$ cat src/rtl/dm_access_ctrl_if.sv
// dm_access_ctrl_if
//   Bundles the load/store request handshake, the response channel and the
//   word-wide data-memory port used by dm_access_ctrl.
//   Modports:
//     slave  - the load/store unit. It takes requests, returns responses and
//              drives the memory strobes.
//     master - its environment. It issues requests, receives responses and
//              supplies mem_rdata.
//   Signals:
//     req_valid/req_ready/req_we/req_size/req_unsigned/req_addr/req_wdata
//     rsp_valid/rsp_rdata/rsp_err
//     mem_write/mem_read/mem_addr/mem_wdata/mem_rdata
interface dm_access_ctrl_if #(
  parameter int ADDR_WIDTH = 10,
  parameter int WORD_WIDTH = 32
);
  logic                    req_valid;
  logic                    req_ready;
  logic                    req_we;
  logic [1:0]              req_size;
  logic                    req_unsigned;
  logic [ADDR_WIDTH+1:0]   req_addr;
  logic [WORD_WIDTH-1:0]   req_wdata;

  logic                    rsp_valid;
  logic [WORD_WIDTH-1:0]   rsp_rdata;
  logic                    rsp_err;

  logic                    mem_write;
  logic                    mem_read;
  logic [ADDR_WIDTH-1:0]   mem_addr;
  logic [WORD_WIDTH-1:0]   mem_wdata;
  logic [WORD_WIDTH-1:0]   mem_rdata;

  modport slave (
    input  req_valid, req_we, req_size, req_unsigned, req_addr, req_wdata,
    output req_ready,
    output rsp_valid, rsp_rdata, rsp_err,
    output mem_write, mem_read, mem_addr, mem_wdata,
    input  mem_rdata
  );

  modport master (
    output req_valid, req_we, req_size, req_unsigned, req_addr, req_wdata,
    input  req_ready,
    input  rsp_valid, rsp_rdata, rsp_err,
    input  mem_write, mem_read, mem_addr, mem_wdata,
    output mem_rdata
  );
endinterface

$ cat src/rtl/dm_access_ctrl.sv
// dm_access_ctrl
//   MEM-stage load/store unit driving a word-wide data memory that has a
//   1-cycle read latency. It accepts byte/half/word requests one at a time.
//   Sub-word stores are done as read-modify-write. Sub-word loads are
//   sign- or zero-extended. Each accepted request gets exactly one response,
//   either data or a misalignment error.
//   Ports:
//     clk  - clock
//     rst  - synchronous active-high reset
//     bus  - dm_access_ctrl_if.slave: request/response handshake and memory port
module dm_access_ctrl #(
  parameter int ADDR_WIDTH = 10,
  parameter int WORD_WIDTH = 32
) (
  input  logic              clk,
  input  logic              rst,
  dm_access_ctrl_if.slave   bus
);

  localparam int LANES  = 4;
  localparam int LANE_W = WORD_WIDTH / LANES;
  localparam int HALF_W = 2 * LANE_W;

  localparam logic [1:0] SIZE_BYTE = 2'b00;
  localparam logic [1:0] SIZE_HALF = 2'b01;
  localparam logic [1:0] SIZE_WORD = 2'b10;

  typedef enum logic [2:0] {
    IDLE,
    RD,
    RD_WAIT,
    RMW_RD,
    RMW_WAIT,
    WR,
    RESP
  } state_t;

  state_t                  state_reg, state_next;

  // Request fields captured on the accept edge
  logic [1:0]              size_reg, size_next;
  logic                    unsigned_reg, unsigned_next;
  logic [1:0]              lane_reg, lane_next;
  logic [WORD_WIDTH-1:0]   wdata_reg, wdata_next;

  // Registered outputs
  logic                    mem_write_reg, mem_write_next;
  logic                    mem_read_reg, mem_read_next;
  logic [ADDR_WIDTH-1:0]   mem_addr_reg, mem_addr_next;
  logic [WORD_WIDTH-1:0]   mem_wdata_reg, mem_wdata_next;
  logic                    rsp_valid_reg, rsp_valid_next;
  logic [WORD_WIDTH-1:0]   rsp_rdata_reg, rsp_rdata_next;
  logic                    rsp_err_reg, rsp_err_next;

  logic                    accept;
  logic                    misaligned;
  logic [LANES-1:0]        lane_en;
  logic [WORD_WIDTH-1:0]   merge_data;
  logic [LANE_W-1:0]       rd_byte [LANES];
  logic [LANE_W-1:0]       sel_byte;
  logic [HALF_W-1:0]       sel_half;
  logic [WORD_WIDTH-1:0]   load_data;

  assign bus.req_ready = (state_reg == IDLE) && !rst;
  assign accept        = bus.req_valid && bus.req_ready;

  assign misaligned = (bus.req_size == 2'b11) ||
                      ((bus.req_size == SIZE_HALF) && bus.req_addr[0]) ||
                      ((bus.req_size == SIZE_WORD) && (bus.req_addr[1:0] != 2'b00));

  // Per-lane store merge. A lane takes store data when the access covers it.
  // Otherwise it keeps the word just read back.
  // The store data is right-aligned, so it has to be steered to the target lane:
  // - a byte always comes from wdata lane 0;
  // - a half comes from wdata lane 0 or 1;
  // - a word maps straight across.
  generate
    for (genvar gi = 0; gi < LANES; gi++) begin : g_lane
      localparam logic [1:0] LANE_IDX = 2'(gi);
      localparam int         HALF_SRC = gi % 2;
      logic [LANE_W-1:0]     store_byte;

      assign rd_byte[gi] = bus.mem_rdata[gi*LANE_W +: LANE_W];

      assign lane_en[gi] = (size_reg == SIZE_WORD) ||
                           ((size_reg == SIZE_HALF) && (lane_reg[1] == LANE_IDX[1])) ||
                           ((size_reg == SIZE_BYTE) && (lane_reg == LANE_IDX));

      assign store_byte = (size_reg == SIZE_BYTE) ? wdata_reg[LANE_W-1:0] :
                          (size_reg == SIZE_HALF) ? wdata_reg[HALF_SRC*LANE_W +: LANE_W] :
                                                    wdata_reg[gi*LANE_W +: LANE_W];

      assign merge_data[gi*LANE_W +: LANE_W] = lane_en[gi] ? store_byte : rd_byte[gi];
    end
  endgenerate

  // Little-endian lane extraction and extension for loads
  assign sel_byte = rd_byte[lane_reg];
  assign sel_half = lane_reg[1] ? bus.mem_rdata[HALF_W +: HALF_W] : bus.mem_rdata[0 +: HALF_W];

  always_comb begin
    load_data = bus.mem_rdata;
    case (size_reg)
      SIZE_BYTE: load_data = {{(WORD_WIDTH-LANE_W){!unsigned_reg && sel_byte[LANE_W-1]}}, sel_byte};
      SIZE_HALF: load_data = {{(WORD_WIDTH-HALF_W){!unsigned_reg && sel_half[HALF_W-1]}}, sel_half};
      default:   load_data = bus.mem_rdata;
    endcase
  end

  // Next-state and next-output logic
  always_comb begin
    state_next     = state_reg;
    size_next      = size_reg;
    unsigned_next  = unsigned_reg;
    lane_next      = lane_reg;
    wdata_next     = wdata_reg;
    mem_write_next = 1'b0;
    mem_read_next  = 1'b0;
    mem_addr_next  = mem_addr_reg;
    mem_wdata_next = mem_wdata_reg;
    rsp_valid_next = 1'b0;
    rsp_rdata_next = rsp_rdata_reg;
    rsp_err_next   = rsp_err_reg;

    case (state_reg)
      IDLE: begin
        if (accept) begin
          size_next     = bus.req_size;
          unsigned_next = bus.req_unsigned;
          lane_next     = bus.req_addr[1:0];
          wdata_next    = bus.req_wdata;
          mem_addr_next = bus.req_addr[ADDR_WIDTH+1:2];
          if (misaligned) begin
            // The error response goes out directly. The memory is never touched.
            rsp_valid_next = 1'b1;
            rsp_err_next   = 1'b1;
            rsp_rdata_next = '0;
            state_next     = RESP;
          end else if (!bus.req_we) begin
            mem_read_next = 1'b1;
            state_next    = RD;
          end else if (bus.req_size == SIZE_WORD) begin
            mem_write_next = 1'b1;
            mem_wdata_next = bus.req_wdata;
            state_next     = WR;
          end else begin
            mem_read_next = 1'b1;
            state_next    = RMW_RD;
          end
        end
      end
      RD:       state_next = RD_WAIT;
      RD_WAIT: begin
        rsp_valid_next = 1'b1;
        rsp_err_next   = 1'b0;
        rsp_rdata_next = load_data;
        state_next     = RESP;
      end
      RMW_RD:   state_next = RMW_WAIT;
      RMW_WAIT: begin
        mem_write_next = 1'b1;
        mem_wdata_next = merge_data;
        state_next     = WR;
      end
      WR: begin
        // Write strobe is on the bus this cycle, so the store completes here
        rsp_valid_next = 1'b1;
        rsp_err_next   = 1'b0;
        rsp_rdata_next = '0;
        state_next     = RESP;
      end
      RESP:     state_next = IDLE;
      default:  state_next = IDLE;
    endcase
  end

  always_ff @(posedge clk) begin
    if (rst) begin
      state_reg     <= IDLE;
      size_reg      <= '0;
      unsigned_reg  <= 1'b0;
      lane_reg      <= '0;
      wdata_reg     <= '0;
      mem_write_reg <= 1'b0;
      mem_read_reg  <= 1'b0;
      mem_addr_reg  <= '0;
      mem_wdata_reg <= '0;
      rsp_valid_reg <= 1'b0;
      rsp_rdata_reg <= '0;
      rsp_err_reg   <= 1'b0;
    end else begin
      state_reg     <= state_next;
      size_reg      <= size_next;
      unsigned_reg  <= unsigned_next;
      lane_reg      <= lane_next;
      wdata_reg     <= wdata_next;
      mem_write_reg <= mem_write_next;
      mem_read_reg  <= mem_read_next;
      mem_addr_reg  <= mem_addr_next;
      mem_wdata_reg <= mem_wdata_next;
      rsp_valid_reg <= rsp_valid_next;
      rsp_rdata_reg <= rsp_rdata_next;
      rsp_err_reg   <= rsp_err_next;
    end
  end

  // A write already registered for this cycle is suppressed when rst is
  // asserted, so a dropped request can never reach the memory.
  assign bus.mem_write = mem_write_reg && !rst;
  assign bus.mem_read  = mem_read_reg;
  assign bus.mem_addr  = mem_addr_reg;
  assign bus.mem_wdata = mem_wdata_reg;
  assign bus.rsp_valid = rsp_valid_reg;
  assign bus.rsp_rdata = rsp_rdata_reg;
  assign bus.rsp_err   = rsp_err_reg;

endmodule
$ cat src/flat_wrapper.sv
// flat-port wrapper written by rule: the top's interface ports become plain ports
module dm_access_ctrl_flat 
#(
  parameter int ADDR_WIDTH = 10,
  parameter int WORD_WIDTH = 32
)
  (clk, rst, bus_req_valid, bus_req_we, bus_req_size, bus_req_unsigned, bus_req_addr, bus_req_wdata, bus_req_ready, bus_rsp_valid, bus_rsp_rdata, bus_rsp_err, bus_mem_write, bus_mem_read, bus_mem_addr, bus_mem_wdata, bus_mem_rdata);
  dm_access_ctrl_if #(.ADDR_WIDTH(ADDR_WIDTH), .WORD_WIDTH(WORD_WIDTH)) bus_i ();
  input  logic clk;
  input  logic rst;
  input wire logic [$bits(bus_i.req_valid)-1:0] bus_req_valid;
  input wire logic [$bits(bus_i.req_we)-1:0] bus_req_we;
  input wire logic [$bits(bus_i.req_size)-1:0] bus_req_size;
  input wire logic [$bits(bus_i.req_unsigned)-1:0] bus_req_unsigned;
  input wire logic [$bits(bus_i.req_addr)-1:0] bus_req_addr;
  input wire logic [$bits(bus_i.req_wdata)-1:0] bus_req_wdata;
  output wire logic [$bits(bus_i.req_ready)-1:0] bus_req_ready;
  output wire logic [$bits(bus_i.rsp_valid)-1:0] bus_rsp_valid;
  output wire logic [$bits(bus_i.rsp_rdata)-1:0] bus_rsp_rdata;
  output wire logic [$bits(bus_i.rsp_err)-1:0] bus_rsp_err;
  output wire logic [$bits(bus_i.mem_write)-1:0] bus_mem_write;
  output wire logic [$bits(bus_i.mem_read)-1:0] bus_mem_read;
  output wire logic [$bits(bus_i.mem_addr)-1:0] bus_mem_addr;
  output wire logic [$bits(bus_i.mem_wdata)-1:0] bus_mem_wdata;
  input wire logic [$bits(bus_i.mem_rdata)-1:0] bus_mem_rdata;
  assign bus_i.req_valid = bus_req_valid;
  assign bus_i.req_we = bus_req_we;
  assign bus_i.req_size = bus_req_size;
  assign bus_i.req_unsigned = bus_req_unsigned;
  assign bus_i.req_addr = bus_req_addr;
  assign bus_i.req_wdata = bus_req_wdata;
  assign bus_req_ready = bus_i.req_ready;
  assign bus_rsp_valid = bus_i.rsp_valid;
  assign bus_rsp_rdata = bus_i.rsp_rdata;
  assign bus_rsp_err = bus_i.rsp_err;
  assign bus_mem_write = bus_i.mem_write;
  assign bus_mem_read = bus_i.mem_read;
  assign bus_mem_addr = bus_i.mem_addr;
  assign bus_mem_wdata = bus_i.mem_wdata;
  assign bus_i.mem_rdata = bus_mem_rdata;
  dm_access_ctrl #(.ADDR_WIDTH(ADDR_WIDTH), .WORD_WIDTH(WORD_WIDTH)) u_core (.clk(clk), .rst(rst), .bus(bus_i));
endmodule
$ cat config.mk
export PLATFORM = sky130hd
export DESIGN_NAME = dm_access_ctrl_flat
export DESIGN_NICKNAME = d
export VERILOG_FILES = /design/src/rtl/dm_access_ctrl_if.sv /design/src/rtl/dm_access_ctrl.sv /design/src/flat_wrapper.sv
export SDC_FILE = /design/constraint.sdc
export NUM_CORES = 1
export LEC_CHECK = 0
export BUFFER_PORTS_ARGS = -buffer_cell sky130_fd_sc_hd__buf_4
export CAP_MARGIN = 20
export CORE_MARGIN = 2
export CORE_UTILIZATION = 50
export DETAILED_ROUTE_END_ITERATION = 10
export GPL_TIMING_DRIVEN = 1
export PLACE_DENSITY_LB_ADDON = 0.1
export SETUP_SLACK_MARGIN = 0.5
export SYNTH_ARGS = -nofsm -noshare
export SYNTH_HDL_FRONTEND = slang
export SYNTH_SLANG_ARGS = --single-unit
$ cat constraint.sdc
create_clock -name clk -period 2.32 [get_ports clk]
set_input_delay 0 -clock clk [delete_from_list [all_inputs] [get_ports clk]]
set_output_delay 0 -clock clk [all_outputs]
set_load 0.01 [all_outputs]
== After elaboration in Yosys (flattened, before gate mapping) ==
Index checks and enable logic that the tools add are counted.

* Add/sub/neg operators: 0
* Order comparisons: 1
* Multipliers: 0
* Bitwise operators: 4
* Divide/modulo/power cells: 0
* Shift operators: 0
* Equality and inequality tests: 18
* Reductions and logical operators: 36
* Multiplexer cells: 40

{| class="wikitable"
|+ Operator list
! kind !! number
|-
| 32-bit two-way mux || 6
|-
| 32-bit case mux with 2 select lines || 2
|-
| 32-bit case mux with 3 select lines || 1
|-
| 8-bit two-way mux || 11
|-
| 8-bit binary-select mux with 2-bit select || 1
|-
| 16-bit two-way mux || 1
|-
| 3-bit case mux with 5 select lines || 1
|-
| 1-bit logical AND || 13
|-
| 3-bit two-way mux || 4
|-
| 2-bit == test, second input constant || 5
|-
| 1-bit two-way mux || 10
|-
| 1-bit logical OR || 8
|-
| 2-bit by 1-bit == test with 1-bit output, second input constant || 3
|-
| 3-bit by 2-bit == test with 1-bit output, second input constant || 2
|-
| 3-bit == test, second input constant || 2
|-
| 2-bit != test, second input constant || 3
|-
| 1-bit case mux with 2 select lines || 3
|-
| 3-bit AND reduction || 2
|-
| 2-bit nonzero test || 3
|-
| 5-bit AND reduction || 1
|-
| 2-bit logical NOT || 2
|-
| 2-bit by 1-bit != test with 1-bit output, second input constant || 2
|-
| 4-bit OR reduction || 1
|-
| 3-bit by 1-bit == test with 1-bit output, second input constant || 1
|-
| other kinds (8) || 11
|}

* Memory bits (read-only): 0
* Memories kept: 0
* Latch bits: 0
* Word-level logic and storage cells: 111
* Bits in registers: 118
* Bits of input ports: 83
* Memory bits (writable): 0

== Longest topological paths before layout ==
* Depth in word-level cells: 7
* Mapped depth: 7
* Depth with buffers taken out: 4

== Least setup slack after synthesis ==
Ideal clock, no wire load.

* Kind: reg2reg
* From: register u_core.state_reg[2]
* To: register u_core.rsp_rdata_reg[2], in the netlist u_core.bus.rsp_rdata[2]
* Required time: 2.198 ns
* Cell stages (with the launch flop): 8
* Data arrival time: 1.679 ns
* Clock period less this slack: 1.801 ns
* Path slack: 0.519 ns
* Library setup time: 0.122 ns
* Cells stage by stage: dfxtp_1 buf_2 nor4_4 and2_1 buf_4 a21boi_2 buf_6 a221o_1

* Word-level cells in the longest chain between the ends: 5

{| class="wikitable"
|+ RTL lines
! item !! line !! source
|-
| start: declaration || dm_access_ctrl.sv:38 || <nowiki>state_t state_reg, state_next;</nowiki>
|-
| start signal: assignment || dm_access_ctrl.sv:192 || <nowiki>state_reg <= state_next;</nowiki>
|-
| 3-bit logical NOT || dm_access_ctrl.sv:64 || <nowiki>assign bus.req_ready = (state_reg == IDLE) && !rst;</nowiki>
|-
| 1-bit logical AND || dm_access_ctrl.sv:64 ||
|-
| via bus_req_ready || flat_wrapper.sv:17 || <nowiki>output wire logic [$bits(bus_i.req_ready)-1:0] bus_req_ready;</nowiki>
|-
| 1-bit logical AND || dm_access_ctrl.sv:65 || <nowiki>assign accept = bus.req_valid && bus.req_ready;</nowiki>
|-
| 2-bit by 1-bit != test with 1-bit output (no source line) || n/a ||
|-
| 3-bit AND reduction (no source line) || n/a ||
|-
| end signal: assignment || dm_access_ctrl.sv:202 || <nowiki>rsp_rdata_reg <= rsp_rdata_next;</nowiki>
|-
| end: declaration || dm_access_ctrl.sv:52 || <nowiki>logic [WORD_WIDTH-1:0] rsp_rdata_reg, rsp_rdata_next;</nowiki>
|}

The timed path passes the listed nets, and every way through them passes these cells.
A chain may end at the register's enable or synchronous reset.

== Worst setup path after layout ==
* From: register u_core.state_reg[2]
* To: register u_core.rsp_rdata_reg[0], in the netlist u_core.bus.rsp_rdata[0]

* Word-level cells in the longest chain between the ends: 5

{| class="wikitable"
|+ RTL lines
! item !! line
|-
| 3-bit logical NOT || dm_access_ctrl.sv:64, dm_access_ctrl.sv:125
|-
| 1-bit logical AND || dm_access_ctrl.sv:64
|-
| 1-bit logical AND || dm_access_ctrl.sv:65
|-
| 2-bit by 1-bit != test with 1-bit output (no source line) || n/a
|-
| 3-bit AND reduction (no source line) || n/a
|}

Several ways; a longest one is shown, not always the timed one.

==> results.yml <==
outcome:
  status: "completed"
synth:
  synth_nets: 764
  synthCells: 681
  ys.flop_type: "dfxtp_1"
  synth.top_cells.by_count: "132 x nand2_1, 118 x dfxtp_1, 53 x nand3_1"
  yosysUniqueCellTypes: 50
  ys_ff_latch: 118
  synth_area_leader_cell: "dfxtp_1"
  synthMostInstantiatedCell: "nand2_1"
  synth.yosys.warnings: 0
  ys_seq_area_share_pct: 41.4
  synth_area_sq_um: 5710
  synth_top_area_share_pct: 41.4
  synth_edf_count: 0
  synth-async-reset-ratio_pct: 0
  post_synth.cell_area_avg_sq_um: 8.38
  synthTopCellsByArea: "dfxtp_1 41%, nand2_1 8.7%, nand3_1 4.6%"
die:
  io_pins: 162
  initial_utilization_pct: 50.6
  core-area_sq_um: 11300
  die_w_um: 111
  die_area_sq_um: 12300
  num_rows: 39
  die_height_um: 111
clocking:
  cts.sinks: 118
  cts_buffers: 17
  path_clk_slew_ns: 0.05
  ctsLongestPathBuffers: 2
  insertion_delay_ns: 0.42
  cts_root_buf: "clkbuf_16"
  cts_tree: "built"
  cts_max_level: 4
route:
  viasPerCell: 5.93
  dr.first_iter.drc_count: 617
  vias: 6297
  dr.pass1.iters: 8
  wl_per_cell_um: 18.9
  drtAntennaViolNets: 0
  route.detailed.drc: 0
  routed_wl_um: 20100
finish:
  finalInstanceArea_sq_um: 8490
  final_core_util_pct: 75.3
  drive_gt1_share_pct: 27.7
  area.sequential_sq_um: 2370
  multiInputGateArea_sq_um: 3130
  syn2layout_area_growth_pct: 48.7
  fin_cells: 1061
  nets: 990
  n_fill_cell: 790
  n_antenna_cell: 0
critical_path:
  cp.required_ns: 2.62
  cp.arrival_ns: 2.06
  r2r-end: "u_core.bus.rsp_rdata[0]$_SDFFE_PP0P_"
  r2r_start: "u_core.state_reg[2]$_SDFFE_PP0P_"
  cp-start-kind: "flop"
  cp_max_fo: 32
  criticalPathCategory: "flop to flop"
  end_kind: "flop"
  ff2ff_setup_slack_ns: 0.56
  rr_worst_depth: 5
placed_design:
  place_ws_ns: 0.173
  gp_congestion: 0.953
  post-dp-hpwl_um: 13300
  dpl_cell_area_sq_um: 7010
  placed_cells: 947
  portBuffers: 161
timing:
  worst_slack_ns: 0.560
  timing.final.max_slew_violations: 0
  whs_ns: 0.127
  fin_setup_tns_ns: 0
  finalClockSkew_ns: 0.00726
  tightest_slew_ns: 0.726
  period_needed_ns: 1.76
  hold_viol_final: 0
  finalCritPeriodShare_pct: 75.9
  fmax_mhz: 568
  relSlewSlack_pct: 51.6
  grt_setup_unrepaired: "yes"
  setup_violations: 0
global_routing:
  first_global_vias: 5901
  overflow: 0
  grt_use_total_pct: 32.3
  antenna_found_initial: 0
  grt_max_degree: 76
  grt_pass1_wl_um: 31700
hold_path:
  hold_class: "input port to flop"
  hold_depth: 4
  hold_end: "u_core.bus.mem_wdata[15]$_SDFFE_PP0P_"
  hp-start: "bus_mem_rdata[15]"
power_and_ir_drop:
  power_mw: 6.74
  vdd_ir_drop_max_uv: 635
  pwr_density_cell_nw_per_um2: 794
  p_leak_nw: 3.86
run:
  maxCapViolations: 0
[report_power, final]
part	switching, mW	internal, mW	total, mW
clock	0.864	1.65	2.51
combinational	0.926	0.826	1.75
sequential	0.206	2.27	2.48
[area by class of cell]
cell class,instances,share of cell area (%)
Timing Repair Buffer,266,26.2
Tap cell,143,2.11
Multi-Input combinational cell,496,36.8
Clock inverter,4,0.826
Inverter,8,0.354
Sequential cell,118,28.0
Clock buffer,26,5.76
[worst max-delay path: stages (launching register included)]
cell,delay (ns)
dfxtp_2,0.38
nor4_4,0.39
and2_2,0.25
a21boi_2,0.06
buf_6,0.19
a221o_1,0.37
[metal layers]
layer	vias up	share of wire [%]	GRT usage, %
li1	2964	-	-
met5	-	0	0
met1	2937	41	42.6
met4	0	3.4	14.2
met2	343	47	51.1
met3	53	8.7	6.83
[cells in the final DEF (no fill, tap or decap), types with 2 or more instances in the layout]
cell type / n
clkinv_2: 2
nor2_1: 9
nand3_1: 53
o221ai_1: 8
clkbuf_1: 6
mux2_2: 17
buf_4: 183
clkbuf_16: 17
a211o_1: 17
and3_1: 7
a211oi_4: 2
nor2_2: 2
nand2_1: 132
a31oi_1: 25
inv_1: 6
a221o_1: 7
mux2i_1: 15
nand2b_1: 2
a21oi_1: 18
a2111oi_0: 2
nor3_1: 2
dfxtp_1: 112
o31ai_1: 3
bufinv_16: 2
o21ai_0: 49
clkbuf_8: 3
a21o_1: 18
dlygate4sd3_1: 80
a21oi_2: 4
o2bb2ai_1: 2
a211oi_1: 5
nor2b_1: 21
a222oi_1: 7
dfxtp_2: 5
o211ai_1: 24
a22o_1: 23
[worst max-delay path by stage]
stage,from,end,slack [ns],cells past startpoint
floorplan,u_core.state_reg[2]$_SDFFE_PP0P_,u_core.bus.rsp_rdata[2]$_SDFFE_PP0P_,0.52,7
global placement,u_core.state_reg[1]$_SDFFE_PP0P_,u_core.bus.rsp_rdata[25]$_SDFFE_PP0P_,0.28,3
detailed placement,u_core.size_reg[0]$_SDFFE_PP0P_,u_core.bus.rsp_rdata[31]$_SDFFE_PP0P_,0.17,3
CTS,u_core.size_reg[0]$_SDFFE_PP0P_,u_core.bus.rsp_rdata[0]$_SDFFE_PP0P_,0.50,5
global route,u_core.state_reg[0]$_SDFFE_PP0P_,u_core.bus.rsp_rdata[23]$_SDFFE_PP0P_,0.49,5
finish,u_core.state_reg[2]$_SDFFE_PP0P_,u_core.bus.rsp_rdata[0]$_SDFFE_PP0P_,0.56,5
[cells by family after synthesis]
group | Yosys count | share of synthesized area (%)
AO/OA/AOI/OAI | 222 | 27.6
buffers and inverters | 67 | 5.02
flip-flops | 118 | 41.4
multiplexers | 33 | 6.38
AND/OR/NAND/NOR | 241 | 19.6
[what timing repair did]
| action | 4_1_cts | 5_1_grt |
|---|---|---|
| hold endpoints to repair | 114 | 0 |
| setup buffers | 1 | 3 |
| pin swaps | 2 | 3 |
| endpoints found under the setup margin | 113 | 66 |
| hold buffers | 80 | 0 |
| resized for setup | 15 | 11 |
Power figures use the tool's default switching activity.
